[config.mk]
export PLATFORM = sky130hd
export DESIGN_NAME = timer_bus_arb
export DESIGN_NICKNAME = d
export VERILOG_FILES = /design/src/rtl/timer_bus_arb.sv
export SDC_FILE = /design/constraint.sdc
export NUM_CORES = 1
export LEC_CHECK = 0
export ABC_AREA = 0
export BUFFER_PORTS_ARGS = -buffer_cell sky130_fd_sc_hd__buf_4
export CORE_MARGIN = 2
export CORE_UTILIZATION = 40
export CTS_BUF_LIST = sky130_fd_sc_hd__clkbuf_4 sky130_fd_sc_hd__clkbuf_8 sky130_fd_sc_hd__clkbuf_16
export CTS_CLUSTER_DIAMETER = 60
export CTS_CLUSTER_SIZE = 25
export DETAILED_ROUTE_END_ITERATION = 7
export PLACE_DENSITY = 0.76
export RECOVER_POWER = 50
export SYNTH_ARGS = -nofsm -noshare
export SYNTH_HDL_FRONTEND = slang
export SYNTH_SLANG_ARGS = --single-unit
[constraint.sdc]
create_clock -name clk -period 4.7 [get_ports clk]
set_input_delay 0.94 -clock clk [delete_from_list [all_inputs] [get_ports clk]]
set_output_delay 0.94 -clock clk [all_outputs]
set_load 0.02 [all_outputs]
[src/rtl/timer_bus_arb.sv]
// Round-robin arbiter sharing the timer's single register port between two masters.
// Writes pulse t_ld for one cycle; reads hold t_oe for RD_LAT+1 cycles, then ack with data.
module timer_bus_arb #(
   parameter int DATA_W = 32,
   parameter int ADDR_W = 3,
   parameter int RD_LAT = 1
) (
   input  logic              clk,
   input  logic              rst,
   input  logic              req0,
   input  logic              we0,
   input  logic [ADDR_W-1:0] addr0,
   input  logic [DATA_W-1:0] wdata0,
   output logic              gnt0,
   output logic              ack0,
   input  logic              req1,
   input  logic              we1,
   input  logic [ADDR_W-1:0] addr1,
   input  logic [DATA_W-1:0] wdata1,
   output logic              gnt1,
   output logic              ack1,
   output logic [DATA_W-1:0] rdata,
   output logic              busy,
   output logic [ADDR_W-1:0] t_addr,
   output logic [DATA_W-1:0] t_din,
   output logic              t_ld,
   output logic              t_oe,
   input  logic [DATA_W-1:0] t_dout
);

   localparam int CNT_W = (RD_LAT > 1) ? $clog2(RD_LAT) : 1;

   typedef enum logic [1:0] {S_IDLE, S_ISSUE, S_WAIT, S_ACK} state_t;

   state_t            state, state_nxt;
   logic              owner_q, we_q, ptr_q, mask_vld_q, mask_idx_q;
   logic [ADDR_W-1:0] addr_q;
   logic [DATA_W-1:0] wdata_q;
   logic [CNT_W-1:0]  cnt_q;
   logic              eff0, eff1, grant_idx;

   // The master served last is ignored for one IDLE cycle so it can drop req.
   always_comb begin
      eff0      = req0 && !(mask_vld_q && !mask_idx_q);
      eff1      = req1 && !(mask_vld_q && mask_idx_q);
      grant_idx = (eff0 && eff1) ? ptr_q : eff1;
   end

   always_ff @(posedge clk or posedge rst) begin
      if (rst) state <= S_IDLE;
      else     state <= state_nxt;
   end

   always_comb begin
      state_nxt = state;
      case (state)
         S_IDLE:  if (eff0 || eff1) state_nxt = S_ISSUE;
         S_ISSUE: state_nxt = we_q ? S_ACK : S_WAIT;
         S_WAIT:  if (cnt_q == '0) state_nxt = S_ACK;
         S_ACK:   state_nxt = S_IDLE;
         default: state_nxt = S_IDLE;
      endcase
   end

   // Request latch, read-latency counter, read capture, pointer and post-ack mask.
   always_ff @(posedge clk or posedge rst) begin
      if (rst) begin
         owner_q    <= 1'b0;
         we_q       <= 1'b0;
         addr_q     <= '0;
         wdata_q    <= '0;
         cnt_q      <= '0;
         ptr_q      <= 1'b0;
         mask_vld_q <= 1'b0;
         mask_idx_q <= 1'b0;
         rdata      <= '0;
      end else begin
         case (state)
            S_IDLE: begin
               mask_vld_q <= 1'b0;
               if (eff0 || eff1) begin
                  owner_q <= grant_idx;
                  we_q    <= grant_idx ? we1    : we0;
                  addr_q  <= grant_idx ? addr1  : addr0;
                  wdata_q <= grant_idx ? wdata1 : wdata0;
               end
            end
            S_ISSUE: cnt_q <= CNT_W'(RD_LAT - 1);
            S_WAIT: begin
               if (cnt_q == '0) rdata <= t_dout;
               else             cnt_q <= cnt_q - 1'b1;
            end
            S_ACK: begin
               ptr_q      <= ~owner_q;
               mask_vld_q <= 1'b1;
               mask_idx_q <= owner_q;
            end
            default: ;
         endcase
      end
   end

   // Outputs decode only registered state, so nothing reaches them from req*.
   always_comb begin
      busy   = (state != S_IDLE);
      gnt0   = busy && !owner_q;
      gnt1   = busy && owner_q;
      ack0   = (state == S_ACK) && !owner_q;
      ack1   = (state == S_ACK) && owner_q;
      t_ld   = (state == S_ISSUE) && we_q;
      t_oe   = ((state == S_ISSUE) && !we_q) || (state == S_WAIT);
      t_addr = busy ? addr_q  : '0;
      t_din  = busy ? wdata_q : '0;
   end

endmodule

* Word level (Yosys, flattened, before mapping)
Cells that the tools add are included.
** Cells by class
- Add/subtract/negate cells :: 1
- Multiply operators :: 0
- Div/mod/pow operators :: 0
- Magnitude comparators :: 0
- Equality and inequality tests :: 5
- Shift operators :: 0
- Multiplexer cells :: 13
- Bitwise operators :: 2
- Reductions and logical operators :: 25
** Operators with widths (count)
- 2-to-1 mux 32 bit :: 2
- logical AND 1 bit :: 11
- one-hot mux 2 bit (4 select lines) :: 1
- 2-to-1 mux 3 bit :: 2
- AND reduction 2 bit :: 3
- nonzero test 2 bit :: 3
- zero test 1 bit :: 5
- == test 2 bit, second input constant :: 2
- 2-to-1 mux 1 bit :: 4
- 2-to-1 mux 2 bit :: 2
- inequality test 2 bit, second input constant :: 2
- one-hot mux 1 bit (2 select lines) :: 2
- == test 2 x 1 -> 1 bit, second input constant :: 1
- zero test 2 bit :: 1
- logical OR 1 bit :: 2
- inverter 1 bit :: 2
- subtractor 1 bit, second input constant :: 1
** Storage, ports and cells
- Register bits after elaboration :: 75
- Latch bits :: 0
- Memory bits (writable) :: 0
- Bits in read-only memories :: 0
- Bits of input ports :: 108
- Output and inout port bits :: 74
- Word-level logic and storage cells :: 56
- Memories :: 0

* Logic depth before layout (Yosys ltp)
- Depth after elaboration :: 7
- Depth in mapped cells :: 6
- Mapped depth without buffers :: 5

* Worst setup path after synthesis
OpenSTA, ideal clock, no wires.
- Path kind :: reg2out
- Start :: register state[0]
- End :: output gnt1
- Arrival :: 1.249 ns
- Data required time :: 3.760 ns
- Slack :: 2.511 ns
- Stages on the path, launching flop included :: 5
- Path through :: dfrtp_1 > inv_1 > ha_1 > clkbuf_1 > nor2b_1
** On the way
- Cells in the longest elaborated chain, start to end :: 2
** Ends and longest elaborated chain
- start, declared :: line 35 : state_t state, state_nxt;
- start signal, assigned :: line 51 : else state <= state_nxt;
- nonzero test 2 bit :: line 105 : busy = (state != S_IDLE);
- logical AND 1 bit :: line 107 : gnt1 = busy && owner_q;
- end, declared :: line 20 : output logic gnt1,
Every way passes these cells.

* Final worst setup path
- Start :: register state[0]
- End :: output t_oe
** On the way
- Cells in the longest elaborated chain, start to end :: 3
- Elaborated cells on any way between the ends :: 4
** Ends and longest elaborated chain
- == test 2 x 1 -> 1 bit :: line 111 : t_oe = ((state == S_ISSUE) && !we_q) || (state == S_WAIT);
- logical AND 1 bit :: line 111
- logical OR 1 bit (*) :: line 111
- end, declared :: line 27 : output logic t_oe,
Mark *: on every way between the ends. The rest lies on a longest branch, timed or not.

==> metrics.cfg <==
[timing]
final_max_slew_viol_count = 34
worst_slew_pin_slew_ns = 1.71
setup_tns_ns = 0
max_slew_margin_pct = -14.0
finalClockSkew_ns = 0.0101
fmax_ghz = 0.289
fin_ws_ns = 1.24
period_share_pct = 73.7
hold_violations = 0
rsz0062_at_grt = false
finalSetupViolations = 0
fin_crit_ns = 3.46

[place]
pre_cts_ws_ns = 2.03
io_buffer_count = 181
placed_cells = 572
place_congestion = 0.734
hpwl_um = 6020

[logic_synthesis]
synthArstFlopShare_pct = 100
netlist_area_sq_um = 3450
yosysWarnings = 0
yosys.cell_count.top_type = dfrtp_1
synth_edf_count = 0
synthTopCellsByCount = dfrtp_1 (74), nand2_1 (39), o21ai_1 (38)
synth_top_area_share_pct = 53.7
synth_cell_types = 21
synth_area_leaders = dfrtp_1 (54%), mux2_2 (11%), mux2i_1 (10%), nor2b_1 (6.7%), o21ai_1 (5.5%)
synthFlopType = dfrtp_1
yosysTopAreaCell = dfrtp_1
syn_nets = 413
synth_seq_cells = 74
netlist_instances = 301
syn_avg_cell_area_sq_um = 11.5
seq_area_frac_synth_pct = 53.7

[worst_setup_path]
reg2reg_depth = 6
critPathCaptureType = output pin
cp.required_ns = 3.76
start_kind = register
worstSetupPathType = reg2out
r2r_start = state[0]
worstPathMaxFanout = 33
r2r-end = wdata_q[21]
rrSetupSlack_ns = 2.18
arrival_ns = 2.52

[global_routing]
grt_pass1_vias = 2760
grt_usage_pct = 17.0
grt_max_degree = 49
antenna_found_initial = 0
grt_pass1_wl_um = 13100
overflow = 0

[cells_and_area]
nNetsFinal = 590
final_cell_count_no_fill = 586
layout-drive-gt1-share_pct = 48.9
diodes = 0
utilization_pct = 61.0
area_growth_pct = 46.8

[route]
routedWlPerCell_um = 13.5
wl_um = 7910
first_pass_iters = 4
vias = 2718
antenna_left = 0
drc = 0
viasPerCell = 4.64
dr.first_iter.drc_count = 52

[clock_tree]
clock_latency_ns = 0.33
cts_resized = 0
cts-buffers-inserted = 9
root_buffer = clkbuf_8
h-tree-depth = 3
cts_setup_buffers = 0
clockBufferDepth = 2
cts_tree = done
hold_buffers = 0
cts.reportedPaths.clkPinSlew_ns = 0.07
cts.sinks = 74

[floorplan]
dieArea_sq_um = 9380
ioPinCount = 182
start_util_pct = 41.5
die_x_um = 96.9
coreArea_sq_um = 8300
die_h_um = 96.9
fp-row-count = 33

[worst_hold_path]
min_to = wdata_q[6]
worstHoldPathType = reg2reg
min_from = wdata_q[6]
hold_depth = 2

[flow_run]
timing.max_cap.violations = 1

[power_and_ir_drop]
p_leak_nw = 2.59
power_density_nw_per_um2 = 702
irDropWorstVdd_mv = 0.253

[outcome]
violations = max-capacitance violations, max-slew violations
run_status = finished, violations left

area by class of cell:
type / count / area [sq um]
repair buffers: 185 / 1380
flip-flops and latches: 74 / 1850
fillers: 703 / 3240
clock inverters: 3 / 40.0
well taps: 105 / 131
clock buffers: 11 / 151
inverters: 5 / 20.0
multi-input cells: 203 / 1490
report_power, final:
part	total (W)	internal [W]	switching (W)
logic	0.00195	0.000910	0.00104
registers	0.00112	0.000958	0.000163
clock network	0.000479	0.000267	0.000212
routing by layer:
| layer | up-vias | part of all wire (%) | GRT usage, % |
|---|---|---|---|
| met5 | - | 0 | 0 |
| met4 | 0 | 1.0 | 4.88 |
| met3 | 8 | 7.1 | 4.70 |
| met2 | 108 | 50 | 29.3 |
| met1 | 1232 | 42 | 20.9 |
| li1 | 1370 | - | - |
critical path, stage by stage (launching register included):
cell and delay [ns]:
dfrtp_1 0.43, inv_1 0.10, ha_1 0.14, clkbuf_1 1.23, a21o_1 0.14, buf_4 0.15
cells in the final DEF, fill, tap and decap left out:
master | synthesis | final
buf_4 | 0 | 181
dfrtp_1 | 74 | 74
nand2_1 | 39 | 39
o21ai_1 | 38 | 37
nor2b_1 | 37 | 37
mux2i_1 | 36 | 36
mux2_2 | 34 | 34
clkbuf_8 | 0 | 11
nor2_1 | 4 | 4
inv_1 | 5 | 4
ha_1 | 4 | 3
clkbuf_1 | 7 | 3
nand2b_1 | 2 | 2
clkinv_2 | 0 | 2
and2_1 | 2 | 1
o21ai_0 | 1 | 1
a21boi_2 | 1 | 1
o22ai_1 | 1 | 1
a211o_1 | 1 | 1
o221ai_4 | 0 | 1
o21ai_4 | 0 | 1
and2_0 | 0 | 1
a21o_1 | 1 | 1
clkinvlp_2 | 0 | 1
mux2_1 | 1 | 1
ha_2 | 0 | 1
bufinv_16 | 0 | 1
clkbuf_4 | 0 | 1
worst max-delay path by stage:
stage / startpoint / cells past startpoint / to / slack [ns]
after floorplan: rst / 1 / addr_q[0] / 1.88
after global placement: req1 / 5 / wdata_q[30] / 2.09
after detailed placement: req0 / 6 / wdata_q[25] / 2.03
after CTS: state[0] / 4 / t_din[29] / 1.74
after global routing: state[0] / 5 / t_oe / 0.96
final: state[0] / 5 / t_oe / 1.24
state kept, by name, indices dropped and copies added (netlist names):
name        count
wdata_q        32
ptr_q           1
mask_idx_q      1
rdata          32
owner_q         1
mask_vld_q      1
addr_q          3
state           2
we_q            1
cells by family (layout without fill, tap and decap cells):
family          after synthesis  after routing  synth area share (%)
simple gates                 84             84                  12.1
flops                        74             74                  53.7
mux                          71             71                  21.9
compound gates               44             44                  7.08
buf+inv                      24            204                  3.77
fa+ha+maj                     4              4                  1.45
metrics by stage:
stage               hold slack [ns]  power, W  area (sq um)
finish                        0.477   0.00355          5060
global route                  0.494   0.00381          5060
CTS                           0.484   0.00362          5070
detailed placement            0.468   0.00313          4880
global placement              0.460   0.00308          4880
floorplan                     0.448   0.00236          3450
(Power assumes the default switching activity.)
